$ cat src/rtl/mem_stream_pkg.sv
// mem_stream_pkg: shared state encoding and sizing constants for the memory stream reader
package mem_stream_pkg;
    typedef enum logic [1:0] {IDLE, RUN, DRAIN, DONE} state_t;
    localparam int MEM_RD_LAT = 1;
    localparam int SKID_DEPTH = 2;
endpackage

$ cat src/rtl/mem_stream_skid.sv
// mem_stream_skid: 2-entry in-order output buffer; head entry drives the stream, occupancy exposed for credit control
module mem_stream_skid
    import mem_stream_pkg::*;
#(
    parameter int W = 17
) (
    input  logic         clk,
    input  logic         rst_n,
    input  logic         push,
    input  logic         pop,
    input  logic [W-1:0] din,
    output logic [W-1:0] dout,
    output logic [1:0]   occ
);
    logic [W-1:0] tail;
    logic [1:0]   wpos;

    assign wpos = occ - {1'b0, pop};

    // shift the tail forward on pop, then write the new word into the first free slot
    always_ff @(posedge clk) begin
        if (!rst_n) begin
            dout <= '0;
            tail <= '0;
            occ  <= '0;
        end else begin
            if (pop && occ == 2'(SKID_DEPTH)) dout <= tail;
            if (push && wpos == 2'd0) dout <= din;
            if (push && wpos == 2'd1) tail <= din;
            occ <= occ + {1'b0, push} - {1'b0, pop};
        end
    end
endmodule

$ cat src/rtl/mem_stream_reader.sv
// mem_stream_reader: walks an address window of a 1-cycle-latency memory and streams the words out (optional MEM_STREAM_POS_EN adds m_pos/pass_cnt)
module mem_stream_reader
    import mem_stream_pkg::*;
#(
    parameter int ADDR_W = 11,
    parameter int DATA_W = 16
) (
    input  logic              clk,
    input  logic              rst_n,
    input  logic              start,
    input  logic              stop,
    input  logic              loop_en,
    input  logic [ADDR_W-1:0] base_addr,
    input  logic [ADDR_W-1:0] last_addr,
    output logic              mem_en,
    output logic [ADDR_W-1:0] mem_addr,
    input  logic [DATA_W-1:0] mem_dout,
    output logic              m_valid,
    input  logic              m_ready,
    output logic [DATA_W-1:0] m_data,
    output logic              m_last,
    output logic              busy,
    output logic              done
`ifdef MEM_STREAM_POS_EN
    ,
    output logic [ADDR_W-1:0] m_pos,
    output logic [15:0]       pass_cnt
`endif
);
`ifdef MEM_STREAM_POS_EN
    localparam int PW = DATA_W + 1 + ADDR_W;
`else
    localparam int PW = DATA_W + 1;
`endif

    state_t            state;
    logic [ADDR_W-1:0] cur, base_q, last_q;
    logic              loop_q, rd_vld, rd_last;
    logic              pop, issue, is_last, drained;
    logic [1:0]        occ;
    logic [2:0]        pend;
    logic [PW-1:0]     din, dout;

    // a new read is allowed only if every outstanding word is guaranteed a buffer slot
    assign m_valid  = occ != 2'd0;
    assign pop      = m_valid && m_ready;
    assign pend     = {1'b0, occ} + {2'b0, rd_vld} - {2'b0, pop};
    assign issue    = state == RUN && !stop && pend < 3'(SKID_DEPTH);
    assign is_last  = cur == last_q;
    assign drained  = !rd_vld && (occ == 2'd0 || (occ == 2'd1 && pop));
    assign mem_en   = issue;
    assign mem_addr = cur;
    assign m_data   = dout[DATA_W-1:0];
    assign m_last   = dout[DATA_W];

`ifdef MEM_STREAM_POS_EN
    logic [ADDR_W-1:0] pos_cnt, rd_pos;

    assign din   = {rd_pos, rd_last, mem_dout};
    assign m_pos = dout[PW-1:DATA_W+1];

    // word index within the pass and saturating count of completed passes
    always_ff @(posedge clk) begin
        if (!rst_n) begin
            pos_cnt  <= '0;
            pass_cnt <= '0;
        end else begin
            if (issue) pos_cnt <= is_last ? '0 : pos_cnt + ADDR_W'(1);
            if (pop && m_last && pass_cnt != 16'hFFFF) pass_cnt <= pass_cnt + 16'd1;
            if (state == IDLE && start) begin
                pos_cnt  <= '0;
                pass_cnt <= '0;
            end
        end
    end
`else
    assign din = {rd_last, mem_dout};
`endif

    // tag the read in flight so its data and last flag land in the buffer together
    always_ff @(posedge clk) begin
        if (!rst_n) begin
            rd_vld  <= 1'b0;
            rd_last <= 1'b0;
        end else begin
            rd_vld  <= issue;
            rd_last <= issue && is_last;
`ifdef MEM_STREAM_POS_EN
            rd_pos  <= pos_cnt;
`endif
        end
    end

    // control FSM: latch window, step the address, drain outstanding words, pulse done
    always_ff @(posedge clk) begin
        if (!rst_n) begin
            state  <= IDLE;
            cur    <= '0;
            base_q <= '0;
            last_q <= '0;
            loop_q <= 1'b0;
            busy   <= 1'b0;
            done   <= 1'b0;
        end else begin
            case (state)
                IDLE: if (start) begin
                    base_q <= base_addr;
                    last_q <= last_addr;
                    loop_q <= loop_en;
                    cur    <= base_addr;
                    busy   <= 1'b1;
                    state  <= RUN;
                end
                RUN: if (stop) state <= DRAIN;
                else if (issue) begin
                    cur <= (is_last && loop_q) ? base_q : cur + ADDR_W'(1);
                    if (is_last && !loop_q) state <= DRAIN;
                end
                DRAIN: if (drained) begin
                    state <= DONE;
                    done  <= 1'b1;
                    busy  <= 1'b0;
                end
                DONE: begin
                    done  <= 1'b0;
                    state <= IDLE;
                end
            endcase
        end
    end

    mem_stream_skid #(.W(PW)) u_skid (
        .clk  (clk),
        .rst_n(rst_n),
        .push (rd_vld),
        .pop  (pop),
        .din  (din),
        .dout (dout),
        .occ  (occ)
    );
endmodule

$ cat config.mk
export PLATFORM = sky130hd
export DESIGN_NAME = mem_stream_reader
export DESIGN_NICKNAME = d
export VERILOG_FILES = /design/src/rtl/mem_stream_pkg.sv /design/src/rtl/mem_stream_skid.sv /design/src/rtl/mem_stream_reader.sv
export SDC_FILE = /design/constraint.sdc
export NUM_CORES = 1
export LEC_CHECK = 0
export CAP_MARGIN = 5
export CORE_MARGIN = 4
export CORE_UTILIZATION = 32
export CTS_BUF_LIST = sky130_fd_sc_hd__clkbuf_8 sky130_fd_sc_hd__clkbuf_16
export DETAILED_ROUTE_END_ITERATION = 8
export PLACE_DENSITY_LB_ADDON = 0.12
export SYNTH_ARGS = -nofsm -noshare
export SYNTH_HDL_FRONTEND = slang
export SYNTH_SLANG_ARGS = --single-unit
$ cat constraint.sdc
create_clock -name clk -period 6.17 [get_ports clk]
set_input_delay 1.851 -clock clk [delete_from_list [all_inputs] [get_ports clk]]
set_output_delay 1.851 -clock clk [all_outputs]
set_load 0.05 [all_outputs]
==> flow_summary.json <==
{
  "outcome": "completed",
  "root_buffer": "clkbuf_16",
  "max_stage_delay_ns": 0.51,
  "final_common_cell": "nand2_1",
  "r2r_end": "mem_addr[0]$_SDFFE_PN0P_",
  "layout.nets": 569,
  "cts_made_buffers": 9,
  "setup_tns_ns": 0,
  "reg2reg_depth": 8,
  "layout_min_cycle_time_ns": 5.97,
  "finalCritPeriodShare_pct": 96.7,
  "dr.pass1.iters": 4,
  "relSlewSlack_pct": 26.8,
  "power.internal_mw": 1.18,
  "p_per_area_nw_per_um2": 415,
  "endpoint": "mem_en",
  "async_reset_ff_share_pct": 0,
  "max_freq_mhz": 168,
  "critical_path.startpoint_type": "primary input",
  "fin_ws_ns": 0.203,
  "synthFlopType": "dfxtp_1",
  "fp.dieW_um": 116,
  "required_ns": 4.32,
  "cpMaxStageDelayCell": "fa_1",
  "setup_viol": 0,
  "die_h_um": 116,
  "cp_max_fo": 4,
  "ys_ff_latch": 76,
  "via_per_inst": 5.04,
  "grt_pass1_wl_mm": 16.4,
  "final-hold-violation-count": 0,
  "post-cts-setup-buffers": 0,
  "num-fill-cells": 1157,
  "path_clk_slew_ns": 0.06,
  "antenna_left": 0,
  "power_frac_clock_pct": 26.0,
  "synth_edf_count": 0,
  "yosys_warnings": 0,
  "area_growth_pct": 30.5,
  "insertion_delay_ns": 0.34,
  "swShare_pct": 41.5,
  "hpwl_mm": 6.96,
  "drv_cap": 0,
  "synth_top_area_share_pct": 40.8,
  "io_buffer_count": 75,
  "ctsResizeCount": 0,
  "pre_cts_ws_ns": 0.240,
  "ys_seq_area_share_pct": 40.8,
  "final_cell_mix": "nand2_1 (92), dfxtp_1 (76), clkdlybuf4s50_1 (74)",
  "arrival_ns": 4.12,
  "start_util_pct": 32.6,
  "syn-num-nets": 506,
  "antenna_found_initial": 0,
  "grt_max_degree": 47,
  "crit_start": "m_ready",
  "cts.path.max_buffers": 2,
  "yosysUniqueCellTypes": 47,
  "slew_viol_final": 0,
  "cp-end-kind": "output pin",
  "combPwrFrac_pct": 40.3,
  "die-area_um2": 13400,
  "rows": 39,
  "p_leak_nw": 1.83,
  "synthTopCellsByArea": "dfxtp_1 (41%), nand2_1 (9.3%), a21oi_1 (6.9%), mux2i_1 (4.8%), a211oi_1 (3.6%)",
  "grt.overflow.total": 0,
  "instances_no_fill": 665,
  "fin_skew_ns": 0.00787,
  "criticalPathCategory": "in2out",
  "wire_per_inst_um": 15.3,
  "synthCells": 454,
  "pwr-share-seq_pct": 33.8,
  "crit_chain": "clkdlybuf4s50_1 > nand3b_1 > o21a_1 > inv_1 > ha_1 > fa_1 > or3_1 > inv_2 > buf_12",
  "core_area_um2": 11400,
  "pin_count": 76,
  "insertedDiodeCount": 0,
  "grtUsageTotal_pct": 15.7,
  "synth_top_area_cell": "dfxtp_1",
  "synth_area_per_cell_um2": 8.20,
  "post_dp_cell_area_um2": 4560,
  "timing.reg2reg.setup_slack_ns": 3.27,
  "dr_total_vias": 3349,
  "gp_congestion": 0.751,
  "htree_levels": 3,
  "cts_tree": "yes",
  "drive_gt1_share_pct": 5.94,
  "dp.cells": 649,
  "grt_pass1_vias": 3256,
  "hold_ws_ns": 0.452,
  "drc": 0,
  "rsz0062_at_grt": "false",
  "wl_mm": 10.2,
  "r2r_start": "state[1]$_SDFFE_PN0P_",
  "cts_sinks": 76,
  "final_area_um2": 4860,
  "hp-class": "reg2reg",
  "hold_buffers": 0,
  "syn_area_um2": 3720,
  "power.net_switching_mw": 0.837,
  "drt_iter0_markers": 170,
  "worst_pin_slew_ns": 1.10,
  "peakVddDrop_v": 0.000202
}
==> cells by family (layout without fill, tap and decap cells) <==
logic type / count (synthesis) / count (layout) / synth area share (%)
simple gates: 187 / 187 / 23.4
compound gates: 103 / 103 / 17.1
flops: 76 / 76 / 40.8
buf+inv: 40 / 108 / 5.00
xor+xnor: 21 / 21 / 5.54
mux: 19 / 19 / 5.14
fa+ha+maj: 8 / 8 / 2.89
==> cell usage after synthesis, types with 2 or more instances <==
library cell,number
nor2_1,26
dfxtp_1,76
or4_1,3
nand3_1,10
nand2_1,92
o311ai_0,2
ha_1,7
nand4_1,18
o221ai_1,2
a41o_1,2
clkbuf_1,19
xnor2_2,3
xor2_1,4
nand3b_1,3
xnor2_1,14
inv_1,9
a211oi_1,18
o211ai_1,2
buf_2,5
nor3_1,8
buf_6,4
o21ai_0,18
nand2b_1,3
or3_1,2
and2_1,3
nor4_1,5
a2111oi_0,2
mux2i_1,18
nor2b_1,8
a21oi_1,51
==> critical path: cells and delay by family <==
| kind | cells | cell delay, ns |
|---|---|---|
| and+or+nand+nor | 2 | 0.55 |
| buffers and inverters | 4 | 0.82 |
| adders and majority gates | 2 | 0.71 |
| AOI/OAI and AO/OA | 1 | 0.18 |
==> metrics by stage <==
| stage | utilization, % | total power, mW |
|---|---|---|
| after floorplan | - | 1.25 |
| after global placement | 40.0 | 1.50 |
| after detailed placement | 40.0 | 1.51 |
| after CTS | 42.6 | 2.04 |
| after global routing | 42.6 | 2.15 |
| final | 42.6 | 2.02 |
==> final cells by class <==
cell class	count	area [µm²]	area share, %
multi-input cells	338	2020	41.5
inverters	11	41.3	0.850
clock buffers	9	225	4.63
well taps	143	179	3.68
clock inverters	7	70.1	1.44
repair buffers	81	806	16.6
flip-flops and latches	76	1520	31.3
==> sequential cells by signal, summed over array words and instances (netlist names) <==
register and flops:
u_skid.dout 17, u_skid.tail 17, base_q 11, last_q 11, mem_addr 11, state 2, u_skid.occ 2, busy 1
done 1, loop_q 1, rd_last 1, rd_vld 1
==> how the worst min path moves through the flow <==
stage	start	endpoint	slack, ns	cells past startpoint
4_1_cts	u_skid.tail[10]$_SDFFE_PN0P_	u_skid.tail[10]$_SDFFE_PN0P_	0.46	2
6_report	u_skid.tail[10]$_SDFFE_PN0P_	u_skid.tail[10]$_SDFFE_PN0P_	0.45	2
3_3_place_gp	u_skid.tail[4]$_SDFFE_PN0P_	u_skid.tail[4]$_SDFFE_PN0P_	0.44	2
2_1_floorplan	rd_last$_SDFF_PN0_	u_skid.tail[16]$_SDFFE_PN0P_	0.43	2
5_1_grt	base_q[7]$_SDFFE_PN0P_	base_q[7]$_SDFFE_PN0P_	0.48	2
3_5_place_dp	u_skid.tail[10]$_SDFFE_PN0P_	u_skid.tail[10]$_SDFFE_PN0P_	0.45	2
==> power groups by stage <==
stage                     logic [mW]  registers, mW  clock network, mW
after floorplan                0.447          0.805                  0
after global placement         0.804          0.694                  0
after detailed placement       0.815          0.694                  0
after CTS                      0.818          0.684              0.538
after global routing           0.893          0.694              0.559
final                          0.813          0.681              0.524
==> layer usage <==
metal / vias up / part of all wire (%) / track usage (%)
li1: 1712 / - / -
met1: 1556 / 49 / 20.5
met2: 69 / 44 / 24.6
met3: 12 / 5.2 / 4.70
met4: 0 / 1.4 / 5.57
met5: - / 0 / 0
Power figures use the tool's default switching activity.
